`src/rtl/instr_fetch_queue.sv`:
```
// Instruction buffer between IF and decode: in-order FIFO of (instr, pc) with
// first-word fall-through, fetch back-pressure, flush shadow and sticky overflow.
module instr_fetch_queue #(
  parameter int unsigned DEPTH  = 4,
  parameter int unsigned DATA_W = 32,
  parameter int unsigned PC_W   = 12
) (
  input  logic                      clk,
  input  logic                      reset,
  input  logic                      if_valid,
  input  logic [DATA_W-1:0]         if_instr,
  input  logic [PC_W-1:0]           if_pc,
  output logic                      fetch_en,
  output logic                      dec_valid,
  output logic [DATA_W-1:0]         dec_instr,
  output logic [PC_W-1:0]           dec_pc,
  input  logic                      dec_ready,
  input  logic                      flush,
  output logic [$clog2(DEPTH):0]    count,
  output logic                      overflow
);

  localparam int unsigned AW = $clog2(DEPTH);
  localparam int unsigned CW = AW + 1;
  localparam logic [CW-1:0] FULL_CNT = CW'(DEPTH);
  localparam logic [CW-1:0] EN_LIMIT = CW'(DEPTH - 2);

  logic [DATA_W-1:0] instr_mem_q [DEPTH];
  logic [PC_W-1:0]   pc_mem_q    [DEPTH];

  logic [AW-1:0] rd_ptr_q, rd_ptr_d;
  logic [AW-1:0] wr_ptr_q, wr_ptr_d;
  logic [CW-1:0] count_q,  count_d;
  logic          overflow_q, overflow_d;
  logic          shadow_q,   shadow_d;

  logic not_empty;
  logic is_full;
  logic fetch_live;
  logic pop;
  logic push;
  logic drop;

  assign not_empty  = (count_q != '0);
  assign is_full    = (count_q == FULL_CNT);
  // A fetch arriving in the cycle after a flush belongs to the old PC stream.
  assign fetch_live = if_valid & ~flush & ~shadow_q;
  assign pop        = not_empty & dec_ready & ~flush;
  assign push       = fetch_live & (~is_full | pop);
  assign drop       = fetch_live & is_full & ~pop;

  always_comb begin
    rd_ptr_d   = rd_ptr_q;
    wr_ptr_d   = wr_ptr_q;
    count_d    = count_q;
    overflow_d = overflow_q | drop;
    shadow_d   = 1'b0;
    if (flush) begin
      rd_ptr_d = '0;
      wr_ptr_d = '0;
      count_d  = '0;
      shadow_d = 1'b1;
    end else begin
      if (pop)  rd_ptr_d = rd_ptr_q + 1'b1;
      if (push) wr_ptr_d = wr_ptr_q + 1'b1;
      count_d = count_q + CW'(push) - CW'(pop);
    end
  end

  always_ff @(posedge clk) begin
    if (!reset) begin
      rd_ptr_q   <= '0;
      wr_ptr_q   <= '0;
      count_q    <= '0;
      overflow_q <= 1'b0;
      shadow_q   <= 1'b0;
    end else begin
      rd_ptr_q   <= rd_ptr_d;
      wr_ptr_q   <= wr_ptr_d;
      count_q    <= count_d;
      overflow_q <= overflow_d;
      shadow_q   <= shadow_d;
    end
  end

  // Storage is not reset; slots outside the occupied window are never observed.
  always_ff @(posedge clk) begin
    if (reset && push) begin
      instr_mem_q[wr_ptr_q] <= if_instr;
      pc_mem_q[wr_ptr_q]    <= if_pc;
    end
  end

  assign fetch_en  = reset & ~flush & (count_q <= EN_LIMIT);
  assign dec_valid = not_empty;
  assign dec_instr = not_empty ? instr_mem_q[rd_ptr_q] : '0;
  assign dec_pc    = not_empty ? pc_mem_q[rd_ptr_q]    : '0;
  assign count     = count_q;
  assign overflow  = overflow_q;

endmodule

```
`config.mk`:
```
export PLATFORM = sky130hd
export DESIGN_NAME = instr_fetch_queue
export DESIGN_NICKNAME = d
export VERILOG_FILES = /design/src/rtl/instr_fetch_queue.sv
export SDC_FILE = /design/constraint.sdc
export NUM_CORES = 1
export LEC_CHECK = 0
export ABC_CLOCK_PERIOD_IN_PS = 4520
export CAP_MARGIN = 5
export CORE_MARGIN = 3
export CORE_UTILIZATION = 56
export DETAILED_ROUTE_END_ITERATION = 8
export PLACE_DENSITY = 0.81
export REMOVE_ABC_BUFFERS = 1
export SYNTH_ARGS = -nofsm -noshare
export SYNTH_HDL_FRONTEND = slang
export SYNTH_SLANG_ARGS = --single-unit
export TNS_END_PERCENT = 30
```
`constraint.sdc`:
```
create_clock -name clk -period 4.52 [get_ports clk]
set_clock_uncertainty 0.05 [all_clocks]
set_input_delay 0.904 -clock clk [delete_from_list [all_inputs] [get_ports clk]]
set_output_delay 0.904 -clock clk [all_outputs]
set_load 0.005 [all_outputs]
```
Word-level counts from Yosys, hierarchy flattened
Memory sizes are Yosys's and may differ from the RTL's. A register that Yosys moved wholly into a read port is not among the register bits.
Cells that the tools add are included.

operators by class
  add/subtract/negate cells = 4
  $lt $le $gt $ge = 1
  eq/ne operators = 1
  multiplexer cells = 9
  bitwise gates (word level) = 16
  reduce and logical (&&, ||, !) cells = 3

operators with widths
  operator                                                               count
  32-bit 2-to-1 mux                                                      1
  12-bit 2-to-1 mux                                                      1
  1-bit AND                                                              9
  2-bit 2-to-1 mux                                                       4
  1-bit NOT                                                              5
  2-bit by 1-bit adder with 2-bit output, second input constant          2
  3-bit by 1-bit adder with 3-bit output                                 1
  3-bit == test, second input constant                                   1
  3-bit by 2-bit <= comparator with 1-bit output, second input constant  1
  1-bit 2-to-1 mux                                                       3
  3-bit nonzero test                                                     1
  3-bit by 1-bit subtractor with 3-bit output                            1
  1-bit OR                                                               2
  2-bit OR reduction                                                     1
  1-bit logical AND                                                      1

word-level totals
  flip-flop bits (word level) = 9
  bits in writable memories = 176
  output and inout port bits = 50
  logic and storage cells = 41
  memories = 2

memory list
  name         words  width  rd ports  clocked after memory_dff  write ports  line  text
  instr_mem_q  4      32     1         1                         1            28    logic [DATA_W-1:0] instr_mem_q [DEPTH];
  pc_mem_q     4      12     1         1                         1            29    logic [PC_W-1:0] pc_mem_q [DEPTH];

Longest topological paths before layout
  depth after elaboration = 8
  depth in mapped cells = 10
  mapped depth without buffers = 10

Least setup slack after synthesis
No wires, ideal clock.

  kind = input to register
  start point = input port flush
  end point = memory instr_mem_q[0][0], enable pin
  setup time = 0.406 ns
  arrival time = 2.692 ns
  required time = 4.064 ns
  slack = 1.372 ns
  stages = 3
  path buffers = 0
  cells stage by stage = or3b_2 > nor2_1 > and3_1

between the ends
  cells in the longest elaborated chain, start to end = 7

ends and longest elaborated chain
  element                                       line    text
  start, declared                               18      input logic flush,
  1-bit NOT (*)                                 47, 48
  1-bit AND, on equally long branches           47, 48
  1-bit AND / 1-bit OR (equally long branches)  47, 49
  1-bit AND (*)                                 49      assign push = fetch_live & (~is_full | pop);
  1-bit logical AND (*)                         88      if (reset && push) begin
  1-bit 2-to-1 mux (*)                          88
  1-bit 2-to-1 mux (not written as such) (*)    89      instr_mem_q[wr_ptr_q] <= if_instr;
  end, declared                                 28

Every way passes the cells marked *; elsewhere a longest branch is shown, timed or not.

==> metrics.txt <==
Clock Pin Slew Worst Setup and Hold Paths=0.06 ns; proportion of netlist area held by the largest area contributor=72.2%; pin count of the biggest net entering global routing=40; fin crit share=79.8%; number of top-level pins=99; via count of the first global-routing pass=3,755; Sum Neg Setup Slack=0 ns; cell type contributing the most total cell area after synthesis=edfxtp_1; Worst Path Buf+Inv=2; peak per-stage delay on the critical path=0.79 ns; Residual DRC=0; power per standard cell area=385 mW/mm^2; Detailed Route Iter0 Violations=250; count of synthesis-stage warnings from yosys=0; ranking of synthesized cells by instance count=176 x edfxtp_1, 40 x mux4_2, 40 x nor2b_1, 11 x dfxtp_1; gpl congestion=0.832; max-cap viol count=0; Post-Route WL=13,000 um; min-delay worst type=reg2reg; cell type of the slowest stage on the worst timing path=dfxtp_4; half-perimeter wire length of the detailed placement result=7760 um; die extent in x=120 um; Post-CTS Resized=0; number of setup buffers added after CTS=0; count of flip-flops with a built-in enable after synthesis=176; instance count of the mapped netlist=344; Via density=5.60; hold buffer count at cts=0; setup slack after placement=1.04 ns; worst slew margin relative to its limit=45.6%; clock net sink count=187; achievable clock frequency=277 MHz; final slew viol count=0; number of diodes=0; part of the Yosys area used for sequential elements=75.2%; Die H=120 um; chain of cells forming the critical path=buf_4 -> mux4_2 -> nor2b_1 -> clkdlybuf4s50_1; mean instance size in the synthesized netlist=21.3 sq um; Synth-to-Final Area Change=24.1%; global-route wire length before repair=20,300 um; CP Capture Type=output pin; depth of the CTS H-tree=4; count of buffers from port buffering=98; CP delay by family, top=flip-flops; clock latency reported for the late side of the worst-skew pair=0.42 ns; Root Driver=clkbuf_16; Final Critical Period=3.61 ns; cts bufs inserted=17; total gr overflow=0; maximum buffer depth of the clock tree=2; leakage power=0.00286 uW; unrepaired setup endpoints after global routing=no; number of placed cells counting well taps=607; setup slack after layout=0.911 ns; count of TritonRoute iterations in the first routing pass=4; remaining antenna violation count=0; kind of start point of the critical path=flop; Total Routing Usage GR=19.1%; met3 usage in global routing=5.24%; count of filler cells inserted in the layout=809; Main synth FF type=edfxtp_1; routed length per placed instance=20.3 um; library cell with the highest instance count after synthesis=edfxtp_1; Starting Density=57.5%; fraction of registers with async set or reset after synthesis=0%; number of hold violations in the final report=0; start-to-end type of the worst setup path=reg2out; net count reported at finish=511; fraction of final layout cells with drive strength greater than 1=18.7%; worst-path maximum fanout=34; unique cell type count in the Yosys netlist=31; required arrival time at the worst endpoint=3.57 ns; Final Instance Count excl. Fillers=638; global route hottest layer=met2; top area cells in the synthesized netlist=edfxtp_1 72%, mux4_2 12%, nor2b_1 3.4%; met2 Track Usage GR=30.7%; die outline area=0.0145 sq mm; number of synthesized register bits=187; share of the core filled with cells in the final layout=71.4%; setup violators final=0; GR Layer Usage met1=24.8%; status=completed; TritonCTS clock tree=done; Core Footprint=0.0127 sq mm; number of antenna violations at the first check in global routing=0; worst ir drop on vdd=0.000267 V; data arrival time of the worst path=2.65 ns; measured slew at the worst slew-check pin=0.816 ns; area of the mapped netlist=0.00732 sq mm; Core Rows=41; vias post-DR=3,574
==> cell families after synthesis <==
logic type                 Yosys count  synth area share, %
buffers and inverters               25                 2.44
xor gates and xnor gates             2                0.239
AOI/OAI and AO/OA                    9                0.649
adders and majority gates            8                 1.47
muxes                               44                 13.7
DFF                                187                 75.2
and+or+nand+nor                     69                 6.24
==> report_power, final <==
group          internal (uW)  leakage, uW  switching (uW)
logic                   93.4     0.000910            65.0
clock network            855     0.000274             567
registers               1910      0.00168            7.31
total                   2860      0.00286             639
==> layout make-up <==
cell class	instances	area [sq um]	area share, %
clock buffer	20	437	4.81
clock inverter	11	128	1.41
inverter	9	33.8	0.372
multi-input combinational	132	1650	18.1
sequential	187	5510	60.7
tap	172	215	2.37
timing repair buffer	107	1110	12.2
==> sequential cells by signal, indices dropped and copies added, names as in the netlist, named ones only <==
| register | flops |
|---|---|
| instr_mem_q | 128 |
| wr_ptr_q | 2 |
| rd_ptr_q | 2 |
| pc_mem_q | 48 |
| count | 3 |
| overflow | 1 |
| shadow_q | 1 |
==> routing by layer <==
layer	share of wire, %	vias to the layer above
met5	0	-
met4	1.5	0
met3	6.3	17
met2	51	129
met1	41	1835
li1	-	1593
==> worst paths after layout <==
path,cells after the start,slack [ns],start,end
setup / recovery,4,0.91,flop,dec_instr[9]
hold / removal,2,0.44,rd_ptr_q[1],flop
setup reg to reg,10,2.15,shadow_q,count[2]
hold reg to reg,2,0.44,rd_ptr_q[1],flop
==> worst min-delay path, delay by kind of cell (launching register included) <==
family / cells / cell delay (ns)
flip-flops: 1 / 0.31
AO/OA/AOI/OAI: 2 / 0.13
==> through the flow <==
stage          instance area (sq um)  hold slack (ns)  total power (uW)
5_1_grt                         9080            0.487              3600
2_1_floorplan                   7170            0.409              2000
3_5_place_dp                    8520            0.435              2110
3_3_place_gp                    8520            0.414              2100
6_report                        9080            0.439              3490
4_1_cts                         9080            0.443              3520
==> cells in the final DEF, fill, tap and decap left out <==
cell type / count
or4b_1: 1
mux4_1: 4
inv_1: 9
clkinvlp_4: 1
and2_1: 1
clkinv_2: 3
or3b_2: 1
edfxtp_1: 176
a21oi_1: 5
nand2_1: 1
buf_4: 4
clkbuf_16: 17
clkinv_1: 4
nor2b_4: 5
bufinv_16: 3
nand3_1: 2
dfxtp_2: 1
dfxtp_1: 9
buf_12: 5
o21ai_0: 3
mux4_2: 40
fa_1: 1
clkbuf_1: 3
dfxtp_4: 1
nor4b_2: 1
nor2b_1: 40
xor2_1: 1
ha_1: 7
nor3_2: 1
o31ai_1: 1
or3_1: 1
clkdlybuf4s50_1: 98
nor2_1: 9
and3_2: 4
xnor2_1: 1
nand2b_1: 1
nor3b_1: 1
Power figures use the tool's default switching activity.
